--- src/rtl/column_slice_sequencer.sv ---
// column_slice_sequencer
//   Initiator side of the slice-height handshake. For every screen column of a
//   frame it requests a slice height from the calculator, waits for the result
//   (or gives up after TIMEOUT_CYC cycles and uses height 0), then plots one
//   full vertical column: ceiling above the slice, wall inside, floor below.
//
//   Optional build macro: SLICE_SHADE_EN
//     When defined, wall pixels in odd columns use WALL_COLOUR>>1 so that
//     alternate column faces read as shaded. Ceiling and floor are unaffected.
module column_slice_sequencer #(
  parameter int          SCREEN_W     = 160,
  parameter int          SCREEN_H     = 120,
  parameter logic [2:0]  CEIL_COLOUR  = 3'b001,
  parameter logic [2:0]  WALL_COLOUR  = 3'b100,
  parameter logic [2:0]  FLOOR_COLOUR = 3'b010,
  parameter int          TIMEOUT_CYC  = 1024
) (
  input  logic       clock,
  input  logic       reset,
  input  logic       start_frame,
  output logic       begin_calc,
  output logic [7:0] column_count,
  input  logic       end_calc,
  input  logic [6:0] slice_size,
  output logic [7:0] x,
  output logic [6:0] y,
  output logic [2:0] colour,
  output logic       plot,
  output logic       busy,
  output logic       frame_done
);

  localparam int              TO_W      = (TIMEOUT_CYC > 1) ? $clog2(TIMEOUT_CYC) : 1;
  localparam logic [TO_W-1:0] TO_LAST   = TO_W'(TIMEOUT_CYC - 1);
  localparam logic [7:0]      COL_LAST  = 8'(SCREEN_W - 1);
  localparam logic [6:0]      ROW_LAST  = 7'(SCREEN_H - 1);
  localparam logic [6:0]      SCREEN_H7 = 7'(SCREEN_H);

  typedef enum logic [2:0] {
    S_IDLE,
    S_REQ,
    S_WAIT,
    S_SETTLE,
    S_DRAW,
    S_NEXT,
    S_DONE
  } state_t;

  state_t          state_q;
  state_t          state_d;

  logic [7:0]      col_q;
  logic [TO_W-1:0] to_cnt_q;
  logic            to_flag_q;
  logic [6:0]      y_q;
  logic [7:0]      x_q;
  logic [2:0]      colour_q;

  logic [6:0]      h_p0;
  logic [6:0]      top_p0;
  logic [6:0]      bot_p0;
  logic [6:0]      top_p1;
  logic [6:0]      bot_p1;

  logic [2:0]      wall_colour;
  logic [2:0]      pix_colour;

  // Height clamp: a timed-out request draws as an empty slice, and anything
  // taller than the screen fills the whole column.
  function automatic logic [6:0] sat_height(input logic timed_out,
                                            input logic [6:0] raw);
    if (timed_out) begin
      return 7'd0;
    end
    if (raw > SCREEN_H7) begin
      return SCREEN_H7;
    end
    return raw;
  endfunction

  // Row classification against the latched slice bounds [top, bot).
  function automatic logic [2:0] band_colour(input logic [6:0] row,
                                             input logic [6:0] top,
                                             input logic [6:0] bot,
                                             input logic [2:0] wall);
    if (row < top) begin
      return CEIL_COLOUR;
    end
    if (row < bot) begin
      return wall;
    end
    return FLOOR_COLOUR;
  endfunction

`ifdef SLICE_SHADE_EN
  assign wall_colour = col_q[0] ? (WALL_COLOUR >> 1) : WALL_COLOUR;
`else
  assign wall_colour = WALL_COLOUR;
`endif

  // ---- stage p0: slice bounds from the calculator result (SETTLE) ----
  assign h_p0   = sat_height(to_flag_q, slice_size);
  assign top_p0 = (SCREEN_H7 - h_p0) >> 1;
  assign bot_p0 = top_p0 + h_p0;

  // ---- stage p1: latched bounds drive the per-row colour (DRAW) ----
  assign pix_colour = band_colour(y_q, top_p1, bot_p1, wall_colour);

  // State register.
  always_ff @(posedge clock) begin
    if (reset) begin
      state_q <= S_IDLE;
    end else begin
      state_q <= state_d;
    end
  end

  // Next-state logic; end_calc is checked before the timeout so a result
  // arriving on the last wait cycle is still used.
  always_comb begin
    state_d = state_q;
    case (state_q)
      S_IDLE:   if (start_frame) state_d = S_REQ;
      S_REQ:    state_d = S_WAIT;
      S_WAIT:   if (end_calc || (to_cnt_q == TO_LAST)) state_d = S_SETTLE;
      S_SETTLE: state_d = S_DRAW;
      S_DRAW:   if (y_q == ROW_LAST) state_d = S_NEXT;
      S_NEXT:   state_d = (col_q == COL_LAST) ? S_DONE : S_REQ;
      S_DONE:   state_d = S_IDLE;
      default:  state_d = S_IDLE;
    endcase
  end

  // Decoded outputs; x and colour follow the live pixel while drawing and
  // otherwise show the last plotted pixel.
  always_comb begin
    begin_calc = 1'b0;
    plot       = 1'b0;
    frame_done = 1'b0;
    busy       = 1'b1;
    x          = x_q;
    colour     = colour_q;
    case (state_q)
      S_IDLE: busy       = 1'b0;
      S_REQ:  begin_calc = 1'b1;
      S_DRAW: begin
        plot   = 1'b1;
        x      = col_q;
        colour = pix_colour;
      end
      S_DONE: frame_done = 1'b1;
      default: ;
    endcase
  end

  // Control counters: column index, timeout watchdog, row index and the
  // held pixel outputs.
  always_ff @(posedge clock) begin
    if (reset) begin
      col_q     <= 8'd0;
      to_cnt_q  <= '0;
      to_flag_q <= 1'b0;
      y_q       <= 7'd0;
      x_q       <= 8'd0;
      colour_q  <= 3'd0;
    end else begin
      case (state_q)
        S_IDLE: begin
          if (start_frame) col_q <= 8'd0;
        end
        S_REQ: begin
          to_cnt_q  <= '0;
          to_flag_q <= 1'b0;
        end
        S_WAIT: begin
          if (end_calc) begin
            to_flag_q <= 1'b0;
          end else if (to_cnt_q == TO_LAST) begin
            to_flag_q <= 1'b1;
          end else begin
            to_cnt_q <= to_cnt_q + TO_W'(1);
          end
        end
        S_SETTLE: begin
          y_q <= 7'd0;
        end
        S_DRAW: begin
          x_q      <= col_q;
          colour_q <= pix_colour;
          if (y_q != ROW_LAST) y_q <= y_q + 7'd1;
        end
        S_NEXT: begin
          if (col_q != COL_LAST) col_q <= col_q + 8'd1;
        end
        default: ;
      endcase
    end
  end

  // ---- stage p0 -> p1: slice bounds captured once per column ----
  always_ff @(posedge clock) begin
    if (state_q == S_SETTLE) begin
      top_p1 <= top_p0;
      bot_p1 <= bot_p0;
    end
  end

  assign column_count = col_q;
  assign y            = y_q;

endmodule
--- config.mk ---
export PLATFORM = sky130hd
export DESIGN_NAME = column_slice_sequencer
export DESIGN_NICKNAME = d
export VERILOG_FILES = /design/src/rtl/column_slice_sequencer.sv
export SDC_FILE = /design/constraint.sdc
export NUM_CORES = 1
export LEC_CHECK = 0
export CAP_MARGIN = 0
export CORE_MARGIN = 3
export CORE_UTILIZATION = 49
export CTS_CLUSTER_SIZE = 14
export DETAILED_ROUTE_END_ITERATION = 8
export MAX_ROUTING_LAYER = met4
export PLACE_DENSITY = 0.87
export SYNTH_ARGS = -nofsm -noshare
export SYNTH_HDL_FRONTEND = slang
export SYNTH_SLANG_ARGS = --single-unit
--- constraint.sdc ---
create_clock -name clock -period 3.25 [get_ports clock]
set_input_delay 0.65 -clock clock [delete_from_list [all_inputs] [get_ports clock]]
set_output_delay 0.65 -clock clock [all_outputs]
set_load 0.01 [all_outputs]
Yosys cells after proc, flatten, opt, wreduce, memory -nomap -nowiden
Cells that the tools add are included.
{"block": "classes", "addsub": 5, "magnitude_cmp": 3, "n_eq_ne": 19, "mux": 36, "n_reduce_logical": 10}
{"operator": "7-bit two-way mux", "count": 5}
{"operator": "3-bit two-way mux", "count": 9}
{"operator": "8-bit two-way mux", "count": 3}
{"operator": "10-bit two-way mux", "count": 2}
{"operator": "10-bit one-hot mux with 2 select lines", "count": 1}
{"operator": "3-bit one-hot mux with 6 select lines", "count": 1}
{"operator": "8-bit one-hot mux with 2 select lines", "count": 1}
{"operator": "2-bit inequality test (second input constant)", "count": 7}
{"operator": "7-bit one-hot mux with 2 select lines", "count": 1}
{"operator": "1-bit two-way mux", "count": 12}
{"operator": "10-bit by 1-bit adder with 10-bit output (second input constant)", "count": 1}
{"operator": "10-bit equality test (second input constant)", "count": 1}
{"operator": "3-bit equality test (second input constant)", "count": 3}
{"operator": "3-bit AND reduction", "count": 3}
{"operator": "8-bit by 1-bit adder with 8-bit output (second input constant)", "count": 1}
{"operator": "8-bit equality test (second input constant)", "count": 1}
{"operator": "8-bit inequality test (second input constant)", "count": 1}
{"operator": "6-bit by 7-bit adder with 7-bit output", "count": 1}
{"operator": "7-bit by 1-bit adder with 7-bit output (second input constant)", "count": 1}
{"operator": "7-bit equality test (second input constant)", "count": 1}
{"operator": "7-bit greater-than comparator (second input constant)", "count": 1}
{"operator": "7-bit by 6-bit less-than comparator with 1-bit output", "count": 1}
{"operator": "7-bit less-than comparator", "count": 1}
{"operator": "7-bit inequality test (second input constant)", "count": 1}
{"operator": "other kinds (9)", "count": 13}
{"block": "totals", "reg_bits": 53, "inputBits": 11, "output_inout_bits": 30, "word_cells": 82}

Longest topological paths before layout
Gate-level depths: netlist of run 1.
{"block": "depth", "depth_word": 7, "ltp_mapped": 15, "ltp_nobuf": 14}

Worst setup path after synthesis of run 1
OpenSTA, ideal clock, no wires.
{"block": "synth_path", "path_kind": "input to register", "startpoint": "input port slice_size[3]", "endpoint": "register bot_p1[5] (data pin)", "arrival_time_ns": 3.056, "path_slack_ns": -0.064, "stages": 13, "path_cell_list": "a41oi_1 > nand2_1 > ha_1 > inv_1 > o21ai_1 > xor2_1 > or2_1 > ha_1 > nand2_1 > o311a_1 > a31oi_1 > a21oi_1 > xnor2_1"}
{"block": "synth_between", "elab_chain_len": 7, "word_cells_on_any_way": 8, "cone_classes": "2 x add/sub; 1 x order compare; 5 x mux"}
{"item": "start, declared", "line_no": "24", "rtl": "input logic [6:0] slice_size,"}
{"item": "7-bit greater-than comparator", "line_no": "75", "rtl": "if (raw > SCREEN_H7) begin"}
{"item": "1-bit two-way mux (2 in a row)", "line_no": "75"}
{"item": "7-bit two-way mux (*)", "line_no": "78", "rtl": "return raw;"}
{"item": "7-bit two-way mux (*)", "line_no": "75"}
{"item": "7-bit subtractor (*)", "line_no": "103", "rtl": "assign top_p0 = (SCREEN_H7 - h_p0) >> 1;"}
{"item": "via top_p0[3]", "line_no": "60", "rtl": "logic [6:0] top_p0;"}
{"item": "6-bit by 7-bit adder with 7-bit output (*)", "line_no": "104", "rtl": "assign bot_p0 = top_p0 + h_p0;"}
{"item": "via bot_p0[5]", "line_no": "61", "rtl": "logic [6:0] bot_p0;"}
{"item": "end signal, assigned", "line_no": "204", "rtl": "bot_p1 <= bot_p0;"}
{"item": "end, declared", "line_no": "63", "rtl": "logic [6:0] bot_p1;"}
Mark *: on every way through the listed nets, which the timed path passes. The rest lies on a longest branch. The select of a mux whose other input is x is not followed.
A chain may end at the register's enable or synchronous reset.

Final worst setup path of run 1
{"block": "layout_path", "startpoint": "register y_q[1], in the netlist y[1]", "endpoint": "output port colour[0]"}
{"block": "layout_between", "elab_chain_len": 6, "word_cells_on_any_way": 9, "cone_classes": "2 x order compare; 7 x mux"}
{"item": "start, declared", "line_no": "55", "rtl": "logic [6:0] y_q;"}
{"item": "start signal, assigned", "line_no": "190", "rtl": "if (y_q != ROW_LAST) y_q <= y_q + 7'd1;"}
{"item": "7-bit less-than comparator", "line_no": "89", "rtl": "if (row < bot) begin"}
{"item": "1-bit two-way mux (2 in a row)", "line_no": "89"}
{"item": "3-bit two-way mux", "line_no": "92", "rtl": "return FLOOR_COLOUR;"}
{"item": "3-bit two-way mux (*)", "line_no": "89"}
{"item": "3-bit two-way mux (*)"}
{"item": "end, declared", "line_no": "27", "rtl": "output logic [2:0] colour,"}
Mark *: on every way between the ends. The rest lies on a longest branch, timed or not. The select of a mux whose other input is x is not followed.

==> results of run 1 <==
## worst paths after layout
kind / to / cells after the start / slack, ns
hold / removal: x_q[7] / 2 / 0.47
setup / recovery: colour[0] / 7 / 0.15
hold reg to reg: x_q[7] / 2 / 0.47
setup reg to reg: bot_p1[5] / 13 / 0.36
## registers in the layout (all words and copies together), names as in the netlist
signal,count
to_cnt_q,10
x_q,8
top_p1,6
bot_p1,7
y,7
column_count,8
colour_q,3
to_flag_q,1
state_q,3
## routing by layer
layer / vias up / track usage [%] / wire length (microns)
li1: 1302 / - / -
met1: 1273 / 22.7 / 2840
met2: 68 / 35.3 / 3720
met3: 6 / 3.65 / 366
met4: 0 / 4.82 / 69
met5: - / - / 0
## final cells by class
class / count / area, sq um / share of cell area (%)
multi-input combinational: 246 / 1720 / 45.2
clock inverter: 1 / 3.75 / 0.0990
sequential: 53 / 1190 / 31.5
tap: 72 / 90.1 / 2.38
inverter: 24 / 90.1 / 2.38
timing repair buffer: 65 / 601 / 15.8
clock buffer: 7 / 97.6 / 2.57
## per-stage QoR
stage	std cells	total power, mW	util, %
5_1_grt	468	1.46	66.8
3_5_place_dp	457	0.986	63.1
2_1_floorplan	334	0.886	-
6_report	468	1.40	66.8
4_1_cts	467	1.39	66.0
3_3_place_gp	457	0.975	63.1
## tightest hold or removal path: cells and delay by family (launching register included)
kind               cells  cell delay [ns]
and+or+nand+nor        1             0.06
AOI/OAI and AO/OA      1             0.06
DFF                    1             0.31
## cells in the mapped netlist (5+ instances only)
cell      count  share of area, %
edfxtp_1     13                13
xor2_1       15               4.4
o21ai_1       5              0.85
clkbuf_1      9               1.1
xnor2_1       7               2.1
nand3_1       7               1.2
a21oi_1      23               3.9
dfxtp_1      40                27
nand4_1       8               1.7
nor2_1       28               3.6
o21ai_0       6               1.0
nor2b_1       7               1.5
ha_1         21               8.9
inv_1        23               2.9
nand2_1      48               6.1
## timing repair
item / 4_1_cts / 5_1_grt
gates resized for setup: 8 / 11
buffers inserted: 2 / 1
pin swaps: 5 / 6
endpoints found under the setup margin: 5 / 5
## power by group through the flow
stage / Clock (mW) / Combinational, mW / Sequential [mW]
2_1_floorplan: 0 / 0.164 / 0.721
3_3_place_gp: 0 / 0.249 / 0.726
3_5_place_dp: 0 / 0.259 / 0.727
4_1_cts: 0.407 / 0.275 / 0.711
5_1_grt: 0.433 / 0.312 / 0.714
6_report: 0.405 / 0.285 / 0.712
## logic make-up (layout without fill, tap and decap cells)
kind of cell	Yosys count	in the layout	synth area share, %
buf+inv	35	97	4.53
flops	53	53	40.3
xor+xnor	22	22	6.51
compound gates	66	66	15.8
fa+ha+maj	21	21	8.88
mux	2	2	0.677
simple gates	135	135	23.3
==> flow_summary_export.csv, run 1 <==
group,metric,value,unit
critical_path,cp.arrival,2.45,ns
synthesis,ys.warnings.count,0,
global_route,globalRouteTotalUtil,19.7,%
placement,place_congestion,0.928,
cells_and_area,layout_commonest_cell,"nand2_1",
clock_tree,ctsLongestPathBuffers,2,
clock_tree,clk_latency,0.30,ns
clock_tree,holdBufCountCts,0,
critical_path,worst_setup_path_startpoint,"y[1]",
sta,tns,0,ns
power_and_ir_drop,pwr_density_cell,370,nW/um^2
synthesis,async_reset_ff_share,0,%
sta,final_critical_path_setup_slack,0.149,ns
power_and_ir_drop,power_frac_clock,28.9,%
min_path,launch_instance_of_the_worst_min_delay_path,"x_q[7]",
power_and_ir_drop,leakage,1.61,nW
clock_tree,cts_tree,"done",
placement,placedInstanceArea,3580,sq um
global_route,grt_first_pass_wirelength,11.2,mm
die,floorplan.io_pins,41,
route,drt-total-wl,7.00,mm
synthesis,synthesis.area,2960,sq um
critical_path,critical_path.cell_chain,"ha_1 -> a21boi_1 -> o21a_1 -> o21ai_0 -> a221o_1 -> o21a_1 -> clkdlybuf4s50_1",
critical_path,critical_path_buf_inv_count,1,
status,run_status,"completed",
die,die_area,7000,sq um
route,detailroute.via_count,2649,
sta,max_slew_margin,52.3,%
cells_and_area,final.fill_count,439,
placement,preCtsSetupSlack,-0.445,ns
sta,fmaxAchievable,322,MHz
cells_and_area,layout_common_cells,"nand2_1, dfxtp_1, clkdlybuf4s50_1",
clock_tree,cts.reportedPaths.clkPinSlew,0.09,ns
synthesis,synth.avg_cell_area,8.86,sq um
route,vias_per_cell,5.66,
job,drv.max_cap_violation_count,0,
cells_and_area,area_growth,28.2,%
clock_tree,clockRootBuffer,"clkbuf_8",
clock_tree,number_of_buffers_added_by_the_clock_tree_synthesis_step,5,
sta,final-setup-viol-count,0,
power_and_ir_drop,switching_power,376,uW
power_and_ir_drop,switching_share,26.8,%
synthesis,synth_edf_count,13,
die,dieHeight,83.7,microns
synthesis,synth_cell_type_count,53,
cells_and_area,layout.cell_area.non_filler,3790,sq um
cells_and_area,layout-drive-gt1-share,13.6,%
power_and_ir_drop,share_comb_of_total_power,20.3,%
clock_tree,clock_sink_count,53,
die,row_count,27,
critical_path,cp.required,2.60,ns
critical_path,endpoint_kind,"primary output",
critical_path,worst_path_max_delay_cell,"clkdlybuf4s50_1",
sta,timing_max_transition_violations_final,0,
cells_and_area,finish.net_count,427,
critical_path,most_prevalent_standard_cell_on_the_critical_path,"o21a_1",
power_and_ir_drop,peakVddDrop,0.230,mV
die,initial_utilization,52.1,%
min_path,min_path_type,"reg2reg",
synthesis,syn_nets,366,
sta,period_minus_slack,3.10,ns
critical_path,cpLargestDelayFamily,"compound AO/OA/AOI/OAI gates",
critical_path,crit_type,"reg2out",
clock_tree,cts.htree.levels,2,
global_route,grt_antenna_before_repair,0,
die,core_region_area,5680,sq um
global_route,overflow,0,
die,chipWidth,83.7,microns
sta,tightest_slew,0.706,ns
sta,hold_slack,0.472,ns
cells_and_area,antenna_cells,0,
critical_path,r2r-start,"to_flag_q",
route,routedWlPerCell,15.0,microns
route,detail_route.drc_violations,0,
power_and_ir_drop,cellInternalPower,1.03,mW
sta,number_of_endpoints_with_negative_hold_slack_in_the_final_report,0,
critical_path,startpoint_type_of_the_worst_setup_path,"flop",
critical_path,timing.critical_path.fanout_max,6,
placement,dpl.hpwl,5.12,mm
route,dr.pass1.iters,4,
global_route,pin_count_of_the_biggest_net_entering_global_routing,23,
sta,rsz0062_at_grt,"false",
route,detail_route.iter0.violations,204,
synthesis,ys.flop_type,"dfxtp_1",
critical_path,largest_stage_delay_on_the_critical_path,0.56,ns
synthesis,seq_area_frac_synth,40.3,%
placement,port_buffers,40,
synthesis,synth_cells,334,
power_and_ir_drop,power_frac_seq,50.8,%
route,route.antenna.remaining_nets,0,
global_route,first_global_vias,2518,
sta,finalCritPeriodShare,95.4,%
sta,skew,0.00198,ns
synthesis,synth.ff_latch_count,53,
Power figures use the tool's default switching activity.
==> run 2, diff against run 1 <==
- SLEW_MARGIN: unset -> 20
==> results of run 2 <==
The final DEF is identical to that of run 1; final timing and power are the same.
